===== src/rtl/pwm_pkg.sv =====
// Shared constants, FSM state type and direction decode for the PWM duty decoder.
// Pure declarations: no latency, no flow control.
package pwm_pkg;

    localparam logic [1:0] DIR_OFF = 2'b00;
    localparam logic [1:0] DIR_FWD = 2'b01;
    localparam logic [1:0] DIR_REV = 2'b10;

    localparam int PCT_W      = 7;
    localparam int DEF_PERIOD = 10001;

    typedef enum logic [1:0] {
        ST_ARM,
        ST_MEASURE,
        ST_DIVIDE
    } state_t;

    // Both-high is treated like both-low: the bridge is braking, not driving.
    function automatic logic [1:0] dir_decode(input logic a, input logic b);
        case ({a, b})
            2'b10:   return DIR_FWD;
            2'b01:   return DIR_REV;
            default: return DIR_OFF;
        endcase
    endfunction

endpackage


===== src/rtl/pwm_div_seq.sv =====
// Restoring divider producing a fixed 7-bit quotient; first step runs in the start cycle.
// Latency: done pulses 7 cycles after start; abort drops the division silently, no backpressure.
module pwm_div_seq
    import pwm_pkg::*;
#(
    parameter int CNT_W = 20
) (
    input  logic                     clk,
    input  logic                     rst_n,
    input  logic                     start,
    input  logic                     abort,
    input  logic [CNT_W+PCT_W-1:0]   dividend,
    input  logic [CNT_W-1:0]         divisor,
    output logic                     busy,
    output logic                     done,
    output logic [PCT_W-1:0]         quotient
);

    localparam int DW = CNT_W + PCT_W;

    logic [DW-1:0] rem;
    logic [DW-1:0] dsh;
    logic [2:0]    steps;
    logic [DW-1:0] rem_in;
    logic [DW-1:0] dsh_in;
    logic [DW-1:0] rem_nxt;
    logic          ge;

    // Caller guarantees dividend < divisor * 2^PCT_W, so starting at divisor << 6 loses nothing.
    always_comb begin
        rem_in  = start ? dividend : rem;
        dsh_in  = start ? (DW'(divisor) << (PCT_W - 1)) : dsh;
        ge      = (rem_in >= dsh_in);
        rem_nxt = ge ? (rem_in - dsh_in) : rem_in;
    end

    always_ff @(posedge clk or negedge rst_n) begin
        if (!rst_n) begin
            rem      <= '0;
            dsh      <= '0;
            steps    <= '0;
            busy     <= 1'b0;
            done     <= 1'b0;
            quotient <= '0;
        end else begin
            done <= 1'b0;
            if (abort) begin
                busy <= 1'b0;
            end else if (start) begin
                rem      <= rem_nxt;
                dsh      <= dsh_in >> 1;
                quotient <= {{(PCT_W-1){1'b0}}, ge};
                steps    <= 3'(PCT_W - 1);
                busy     <= 1'b1;
            end else if (busy) begin
                rem      <= rem_nxt;
                dsh      <= dsh_in >> 1;
                quotient <= {quotient[PCT_W-2:0], ge};
                steps    <= steps - 3'd1;
                if (steps == 3'd1) begin
                    busy <= 1'b0;
                    done <= 1'b1;
                end
            end
        end
    end

endmodule


===== src/rtl/pwm_duty_decoder.sv =====
// Recovers duty percent, period, high time and H-bridge direction from asynchronous inputs.
// Latency: valid 8 cycles after the internal rise closing a period (+2 sync); outputs are pulses, no backpressure.
module pwm_duty_decoder
    import pwm_pkg::*;
#(
    parameter int CNT_W      = 20,
    parameter int TIMEOUT    = 20000,
    parameter int MIN_PERIOD = 10
) (
    input  logic               clk,
    input  logic               rst_n,
    input  logic               pwm_in,
    input  logic               in1,
    input  logic               in2,
    output logic [PCT_W-1:0]   duty_pct,
    output logic [CNT_W-1:0]   period,
    output logic [CNT_W-1:0]   high_time,
    output logic               valid,
    output logic               stalled,
    output logic [1:0]         dir,
    output logic               dir_change
);

    localparam int DW   = CNT_W + PCT_W;
    localparam int TO_W = $clog2(TIMEOUT + 1);

    logic pwm_s1, pwm_s2, pwm_d;
    logic in1_s1, in1_s2, in2_s1, in2_s2;
    logic rise, fall, fire, start;
    logic [CNT_W-1:0] per_cnt, hi_cnt, period_r, high_r;
    logic [TO_W-1:0]  to_cnt;
    logic [1:0]       dir_nxt;
    logic [DW-1:0]    dividend;
    logic             div_busy, div_done;
    logic [PCT_W-1:0] div_q;
    state_t           state;

    always_ff @(posedge clk or negedge rst_n) begin
        if (!rst_n) begin
            {pwm_s1, pwm_s2, pwm_d}          <= '0;
            {in1_s1, in1_s2, in2_s1, in2_s2} <= '0;
        end else begin
            pwm_s1 <= pwm_in;
            pwm_s2 <= pwm_s1;
            pwm_d  <= pwm_s2;
            in1_s1 <= in1;
            in1_s2 <= in1_s1;
            in2_s1 <= in2;
            in2_s2 <= in2_s1;
        end
    end

    always_comb begin
        rise     = pwm_s2 & ~pwm_d;
        fall     = ~pwm_s2 & pwm_d;
        fire     = ~rise && (to_cnt == TO_W'(TIMEOUT - 1));
        start    = (state == ST_MEASURE) && rise && !div_busy
                   && (per_cnt >= CNT_W'(MIN_PERIOD));
        // Adding half the period before dividing rounds to nearest.
        dividend = DW'(hi_cnt) * DW'(100) + DW'(per_cnt >> 1);
        dir_nxt  = dir_decode(in1_s2, in2_s2);
    end

    // A falling edge on a stalled line rearms the timeout so the new level gets reported.
    always_ff @(posedge clk or negedge rst_n) begin
        if (!rst_n) begin
            per_cnt <= '0;
            hi_cnt  <= '0;
            to_cnt  <= '0;
        end else begin
            if (rise) begin
                per_cnt <= CNT_W'(1);
                hi_cnt  <= CNT_W'(pwm_s2);
            end else begin
                if (per_cnt != '1)
                    per_cnt <= per_cnt + 1'b1;
                if (pwm_s2 && hi_cnt != '1)
                    hi_cnt <= hi_cnt + 1'b1;
            end
            if (rise || (fall && stalled))
                to_cnt <= '0;
            else if (to_cnt != TO_W'(TIMEOUT))
                to_cnt <= to_cnt + 1'b1;
        end
    end

    pwm_div_seq #(.CNT_W(CNT_W)) u_div (
        .clk      (clk),
        .rst_n    (rst_n),
        .start    (start),
        .abort    (fire),
        .dividend (dividend),
        .divisor  (per_cnt),
        .busy     (div_busy),
        .done     (div_done),
        .quotient (div_q)
    );

    always_ff @(posedge clk or negedge rst_n) begin
        if (!rst_n) begin
            state     <= ST_ARM;
            period_r  <= '0;
            high_r    <= '0;
            duty_pct  <= '0;
            period    <= '0;
            high_time <= '0;
            valid     <= 1'b0;
            stalled   <= 1'b0;
        end else begin
            valid <= 1'b0;
            if (rise)
                stalled <= 1'b0;
            if (fire) begin
                stalled   <= 1'b1;
                duty_pct  <= pwm_s2 ? PCT_W'(100) : '0;
                period    <= '0;
                high_time <= '0;
                valid     <= 1'b1;
                state     <= ST_ARM;
            end else begin
                case (state)
                    ST_ARM: begin
                        if (rise)
                            state <= ST_MEASURE;
                    end
                    ST_MEASURE: begin
                        if (start) begin
                            period_r <= per_cnt;
                            high_r   <= hi_cnt;
                            state    <= ST_DIVIDE;
                        end
                    end
                    ST_DIVIDE: begin
                        if (div_done) begin
                            duty_pct  <= div_q;
                            period    <= period_r;
                            high_time <= high_r;
                            valid     <= 1'b1;
                            state     <= ST_MEASURE;
                        end
                    end
                    default: state <= ST_ARM;
                endcase
            end
        end
    end

    always_ff @(posedge clk or negedge rst_n) begin
        if (!rst_n) begin
            dir        <= DIR_OFF;
            dir_change <= 1'b0;
        end else begin
            dir        <= dir_nxt;
            dir_change <= (dir_nxt != dir);
        end
    end

endmodule

===== config.mk =====
export PLATFORM = sky130hd
export DESIGN_NAME = pwm_duty_decoder
export DESIGN_NICKNAME = d
export VERILOG_FILES = /design/src/rtl/pwm_pkg.sv /design/src/rtl/pwm_div_seq.sv /design/src/rtl/pwm_duty_decoder.sv
export SDC_FILE = /design/constraint.sdc
export NUM_CORES = 1
export LEC_CHECK = 0
export ABC_AREA = 1
export CAP_MARGIN = 15
export CORE_AREA = 2 2 248 128
export DETAILED_ROUTE_END_ITERATION = 6
export DIE_AREA = 0 0 250 130
export PLACE_DENSITY_LB_ADDON = 0.2
export SLEW_MARGIN = 20
export SYNTH_ARGS = -nofsm -noshare
export SYNTH_HDL_FRONTEND = slang
export SYNTH_SLANG_ARGS = --single-unit

===== constraint.sdc =====
create_clock -name clk -period 6.9 [get_ports clk]
set_input_delay 1.035 -clock clk [delete_from_list [all_inputs] [get_ports clk]]
set_output_delay 1.035 -clock clk [all_outputs]
set_load 0.02 [all_outputs]

# Yosys cells after proc, flatten, opt, wreduce, memory -nomap -nowiden

Index checks and enable logic that the tools add are counted.

Bits in registers: 222
Latch bits: 0
RAM bits: 0
ROM bits: 0
Bits of input ports: 5
Output and inout bits: 52
Logic and storage cells: 120
Memories kept: 0

Add/subtract/negate cells: 6
Multipliers: 1
Div/mod/pow operators: 0
Order comparisons: 2
Eq/ne operators: 13
Shift-type cells: 0
Multiplexer cells: 46
Bitwise operators: 6
Reductions and logical operators: 20

Operators by type and width:

| operator              | number |
|---|---|
| $mux 20               | 10 |
| $mux 27               | 7 |
| $mux 7                | 6 |
| $add 20x1->20 const B | 2 |
| $ne 20x20->1 const B  | 2 |
| $mux 15               | 2 |
| $add 27x19->27        | 1 |
| $ge 27x27->1          | 1 |
| $sub 27x27->27        | 1 |
| $mul 20x5->25 const B | 1 |
| $ge 20x4->1 const B   | 1 |
| $add 15x1->15 const B | 1 |
| $eq 15x15->1 const B  | 1 |
| $ne 15x15->1 const B  | 1 |
| $reduce_bool 2->1     | 7 |
| $mux 1                | 13 |
| $mux 2                | 4 |
| $logic_and 1x1->1     | 6 |
| $mux 3                | 2 |
| $ne 3x2->1 const B    | 2 |
| $pmux 2 s3            | 1 |
| $reduce_and 3->1      | 2 |
| $eq 2x1->1 const B    | 2 |
| $eq 2x2->1 const B    | 2 |
| 11 further kinds      | 16 |

# Logic depth before layout (Yosys ltp)

Word-level depth: 10
Gate-level depth with buffers: 39
Mapped depth without buffers: 39

# Cells and area by module

Synthesis repeated with hierarchy kept, for this count alone.

Cells, all modules: 2287
Area, all modules: 16106.7 µm²

By module, submodules not included:

| module           | times used | cells an instance | area each (µm²) | seq. area each (µm²) |
|---|---|---|---|---|
| pwm_duty_decoder | 1          | 1431              | 10641.5         | 3903.7 |
| pwm_div_seq      | 1          | 856               | 5465.2          | 1601.5 |

# Worst setup path after synthesis

No wires, ideal clock.

Kind: register to register
Start point: register hi_cnt[6]
End point: register u_div.rem[24]
Setup time: 0.117 ns
Arrival: 5.625 ns
Data required time: 6.783 ns
Path slack: 1.157 ns
Stages on the path, launching flop included: 38
Path buffers: 1
Period minus slack after synthesis: 5.743 ns
Path through: dfrtp_1 > ha_1 > ha_1 > inv_1 > fa_1 > inv_1 > ha_1 > nand2_2 > inv_1 > a21oi_1 > nand2_2 > xor2_1 > ha_1 > nand2_1 > nor2_1 > and3_1 > nand2_1 > nand2_1 > [2 not listed] > nand2_1 > nand2_1 > nand2_1 > o21ai_0 > inv_1 > ha_1 > nand2_1 > nor4_1 > nand3_1 > nand3_1 > a21oi_2 > o21ai_2 > a21oi_4 > nand2_8 > buf_12 > nand2_2 > nand3_1 > nand2_1

Cells in the longest elaborated chain, start to end: 7
Elaborated cells on any way between the ends: 8
Classes of those cells: 2 x add/sub; 1 x mul; 1 x order compare; 4 x mux

RTL lines:

| what                                           | RTL line                             | source |
|---|---|---|
| from (decl)                                    | pwm_duty_decoder.sv:30               | `logic [CNT_W-1:0] per_cnt, hi_cnt, period_r, high_r;` |
| from (signal assigned)                         | pwm_duty_decoder.sv:73               | `hi_cnt <= CNT_W'(pwm_s2);` |
| from (signal assigned)                         | pwm_duty_decoder.sv:78               | `hi_cnt <= hi_cnt + 1'b1;` |
| $mul 20x5->25 *                                | pwm_duty_decoder.sv:60               | `dividend = DW'(hi_cnt) * DW'(100) + DW'(per_cnt >> 1);` |
| $add 27x19->27 *                               | pwm_duty_decoder.sv:60               |  |
| $mux 27 *                                      | pwm_div_seq.sv:31                    | `rem_in = start ? dividend : rem;` |
| $sub 27x27->27 or $ge 27x27->1 (tied branches) | pwm_div_seq.sv:34, pwm_div_seq.sv:33 |  |
| $mux 27 *                                      | pwm_div_seq.sv:34                    | `rem_nxt = ge ? (rem_in - dsh_in) : rem_in;` |
| $mux 27                                        | pwm_div_seq.sv:55                    | `end else if (busy) begin` |
| $mux 27 *                                      | pwm_div_seq.sv:49                    | `end else if (start) begin` |
| to (signal assigned)                           | pwm_div_seq.sv:50                    | `rem <= rem_nxt;` |
| to (signal assigned)                           | pwm_div_seq.sv:56                    | `rem <= rem_nxt;` |
| to (decl)                                      | pwm_div_seq.sv:21                    | `logic [DW-1:0] rem;` |

Mark *: on every way between the ends. The rest lies on a longest branch, timed or not. The select of a mux whose other input is x is not followed.
A chain may end at the register's enable or synchronous reset.

# Worst setup path in the final report

Start point: register hi_cnt[3]
End point: register u_div.rem[1]

Cells in the longest elaborated chain, start to end: 7

RTL lines:

| what             | RTL line               | source |
|---|---|---|
| $mul 20x5->25 *  | pwm_duty_decoder.sv:60 |  |
| $add 27x19->27 * | pwm_duty_decoder.sv:60 |  |
| $mux 27 *        | pwm_div_seq.sv:31      |  |
| $ge 27x27->1 *   | pwm_div_seq.sv:33      | `ge = (rem_in >= dsh_in);` |
| $mux 27 *        | pwm_div_seq.sv:34      |  |
| $mux 27          | pwm_div_seq.sv:55      |  |
| $mux 27 *        | pwm_div_seq.sv:49      |  |

Marked as above.

==> metrics <==
Worst Path Arrival=6.98 ns; sequential element share of the synthesized area=36.71%; minimum setup slack in the final design=0.3975 ns; met3 Track Usage GR=8.997%; CTS tree=done; cell repeated most along the worst path=sky130_fd_sc_hd__nand2_1; final-report max-slew violation count=0; critical register-to-register path startpoint=hi_cnt[3]$_DFFE_PN0P_; largest fanout on the critical path=7; largest clock skew in the final design=0.01045 ns; count of state elements after synthesis=220; routed wire length=41.64 mm; largest net degree at the start of global routing=80; static power due to leakage=8.928 nW; type of the worst min-delay path=reg -> reg; number of enable-type register cells in the synthesized netlist=0; Hold Vio Cnt, Final=0; count of yosys warnings during synthesis=0; die area=32500 um2; Required @ worst endpoint=7.38 ns; Post-layout nets=2231; clock root cell=sky130_fd_sc_hd__clkbuf_16; routed length per instance=16.52 um; cells after synthesis=2038; IO buf count=56; count of unique library cells instantiated by Yosys=55; remaining antenna violation count=0; Post-Layout Cell Count=2520; ratio of final minimum period to clock period=94.24%; busiest layer in global routing=met1; via count of the first global-routing pass=12070; sort of element at the start of the critical path=flip-flop; half-perimeter wire length of the detailed placement result=31.25 mm; Rel. slew slack=26.04%; Comb pwr share=48.3%; number of nets produced by synthesis=2174; growth of design area from synthesis to finish=12.83%; final antenna diode count=0; number of cells on the worst reg-to-reg path=36; power per unit of standard cell area=327.4 nW/um2; via density per instance=5.280; MaxCap Viol Count=0; Rows=46; part of the power in the clock network=23.3%; met1 routing resource usage after global routing=42.76%; end point of the worst hold path=in1_s2$_DFF_PN0_; total of hold buffers inserted after clock tree synthesis=0; minimum period implied by the final worst setup slack=6.502 ns; register clock-pin slew on the reported worst setup and hold paths=0.07 ns; Mapped Avg Cell Area=7.358 um2; P_int=3.188 mW; fill cell instance count of the final layout=2913; cell count after placement=2470; insertion delay of the later-clocked pin in the worst-skew pair=0.55 ns; Pre-Repair DR Iteration Count=5; startpoint-to-endpoint class of the critical path=reg -> reg; slew at the pin with the worst max-slew slack=1.098 ns; vertical extent of the die=130 um; number of antenna violations at the first check in global routing=0; Hold Crit Start=in1_s1$_DFF_PN0_; number of remaining DRC errors=0; largest voltage drop on the vdd net=192.8 uV; first-pass GRT wire length=67.05 mm; Longest Clk Path Bufs=3; I/O pin cnt=57; switching share of power=42.44%; gpl congestion=0.9452; part of the power in registers=28.4%; total global-route track usage=26.14%; Async S/R FF share, synth=100.0%; netlist area before placement=15000 um2; register-to-register setup slack=0.40 ns; power spent charging and discharging nets=2.351 mW; Hold Crit Depth=0; area inside the core boundary=30730 um2; dominant synthesized flop cell=sky130_fd_sc_hd__dfrtp_1; total setup violations reported at the end of the flow=0; Worst Setup Slack post-DPL=-0.04535 ns; vias=13310; Die X-Extent=250 um; Global Route met2 Usage=32.23%; status=finished, final reports clean; number of buffers inserted during clock tree synthesis=23; starting density of the core=48.79%; slowest stage delay, CP=0.49 ns; fraction of layout instances using a drive strength above 1=7.102%; Max stage delay cell, worst path=sky130_fd_sc_hd__fa_1; initial drt markers=1452; endpoint of the worst-slack reg-to-reg timing path=u_div.rem[1]$_DFFE_PN0P_; Setup TNS=0 ns; H-tree levels=1; element type at the critical path end=flip-flop; number of clock sinks seen by CTS=220; Congestion Overflow GR=0; maximum clock frequency=153.8 MHz
## cell usage after synthesis (all sizes together) (19+ instances only)
cell type | n | area (um2)
xor2 | 24 | 210.2
dfrtp | 220 | 5505
xnor2 | 26 | 227.7
o21ai | 182 | 914.6
a21oi | 106 | 545.5
nand4 | 22 | 137.6
nor2 | 111 | 451.7
ha | 114 | 1426
buf | 19 | 121.4
nand3 | 119 | 625.6
clkbuf | 34 | 131.4
nand2 | 558 | 2206
inv | 380 | 1426
## registers in the layout, summed over array words and instances (netlist names), 2 cells and up
| name | count |
|---|---|
| dir | 2 |
| duty_pct | 7 |
| hi_cnt | 20 |
| high_r | 20 |
| high_time | 20 |
| per_cnt | 20 |
| period | 20 |
| period_r | 20 |
| state | 2 |
| to_cnt | 15 |
| u_div.dsh | 25 |
| u_div.quotient | 7 |
| u_div.rem | 27 |
| u_div.steps | 3 |
## metrics by stage
| step | hold WS (ns) | cell area (um2) | power [mW] | util [%] |
|---|---|---|---|---|
| floorplan | 0.3312 | 15000 | 3.479 | - |
| global placement | 0.3323 | 15980 | 3.958 | 52.00 |
| detailed placement | 0.3387 | 15980 | 3.997 | 52.00 |
| CTS | 0.3531 | 16750 | 5.338 | 54.51 |
| global route | 0.3627 | 16920 | 5.923 | 55.05 |
| finish | 0.3494 | 16920 | 5.539 | 55.05 |
## how the worst max path moves through the flow
stage	end	slack, ns	from	cells past startpoint
2_1_floorplan	u_div.rem[24]$_DFFE_PN0P_	1.16	hi_cnt[6]$_DFFE_PN0P_	37
3_3_place_gp	u_div.rem[14]$_DFFE_PN0P_	0.15	hi_cnt[5]$_DFFE_PN0P_	32
3_5_place_dp	u_div.rem[26]$_DFFE_PN0P_	-0.05	hi_cnt[6]$_DFFE_PN0P_	35
4_1_cts	u_div.rem[11]$_DFFE_PN0P_	0.03	hi_cnt[6]$_DFFE_PN0P_	36
5_1_grt	u_div.rem[6]$_DFFE_PN0P_	-0.03	hi_cnt[3]$_DFFE_PN0P_	36
6_report	u_div.rem[1]$_DFFE_PN0P_	0.40	hi_cnt[3]$_DFFE_PN0P_	36
## logic make-up after synthesis
group | count (synthesis) | share of synthesized area [%]
flip-flops | 220 | 36.71
buffers and inverters | 433 | 11.20
AO/OA/AOI/OAI | 344 | 12.52
AND/OR/NAND/NOR | 860 | 24.86
adder cells (fa/ha/maj) | 131 | 11.78
XOR/XNOR | 50 | 2.920
## per-layer routing
metal	share of wire [%]	vias to the layer above	routed length [um]
met2	34	423	14350
met4	1.1	0	467
li1	-	6618	-
met3	11	36	4517
met1	54	6228	22300
met5	0	-	0
## worst max-delay path, delay by kind of cell (launching register included)
| family | cells | cell delay (ns) |
|---|---|---|
| AOI/OAI and AO/OA | 3 | 0.39 |
| xor gates and xnor gates | 1 | 0.16 |
| adders and majority gates | 6 | 2.06 |
| buffers and inverters | 7 | 0.69 |
| DFF | 1 | 0.42 |
| and+or+nand+nor | 19 | 2.70 |
## layout by cell type (no fill, tap or decap), types with 4 or more instances in the layout
cell type and n:
sky130_fd_sc_hd__a21oi_1 100, sky130_fd_sc_hd__nand3_1 112, sky130_fd_sc_hd__o311ai_0 4, sky130_fd_sc_hd__nand4_1 22
sky130_fd_sc_hd__clkinv_2 5, sky130_fd_sc_hd__nand2_2 38, sky130_fd_sc_hd__xnor2_1 26, sky130_fd_sc_hd__nor3_1 17
sky130_fd_sc_hd__o21ai_1 5, sky130_fd_sc_hd__inv_1 373, sky130_fd_sc_hd__a31oi_1 5, sky130_fd_sc_hd__nand3_2 7
sky130_fd_sc_hd__xor2_1 24, sky130_fd_sc_hd__o21bai_1 5, sky130_fd_sc_hd__nor4_1 11, sky130_fd_sc_hd__nand3b_1 7
sky130_fd_sc_hd__or2_2 6, sky130_fd_sc_hd__clkbuf_1 5, sky130_fd_sc_hd__a21oi_2 4, sky130_fd_sc_hd__buf_4 24
sky130_fd_sc_hd__nor2_1 102, sky130_fd_sc_hd__clkbuf_16 23, sky130_fd_sc_hd__a21boi_0 4, sky130_fd_sc_hd__o21ai_0 176
sky130_fd_sc_hd__o21a_1 6, sky130_fd_sc_hd__nand2_1 518, sky130_fd_sc_hd__nor2_2 6, sky130_fd_sc_hd__a21o_1 6
sky130_fd_sc_hd__dfrtp_1 219, sky130_fd_sc_hd__fa_1 17, sky130_fd_sc_hd__inv_2 7, sky130_fd_sc_hd__clkdlybuf4s50_1 55
sky130_fd_sc_hd__o22ai_1 11, sky130_fd_sc_hd__ha_1 111
## power groups by stage
stage / logic [mW] / registers, mW / clock network [mW]
6_report: 2.67 / 1.57 / 1.29
5_1_grt: 2.96 / 1.59 / 1.37
4_1_cts: 2.45 / 1.57 / 1.32
3_5_place_dp: 2.40 / 1.59 / 0
3_3_place_gp: 2.37 / 1.59 / 0
2_1_floorplan: 1.91 / 1.57 / 0
## layout make-up
class                           count  area [um2]  area share [%]
Multi-Input combinational cell   1387        7906           46.73
Sequential cell                   220        5507           32.54
Inverter                          380        1426           8.430
Timing Repair Buffer               83       805.8           4.762
Clock buffer                       31       635.6           3.757
Tap cell                          408       510.5           3.017
Clock inverter                     11       128.9          0.7617
## repair_timing
item	CTS	global route
setup buffers	0	6
setup endpoints to repair	28	28
resized for setup	0	16
pin swaps	1	3
gates cloned	1	1
Note: power is estimated with default switching activity, not from simulation.
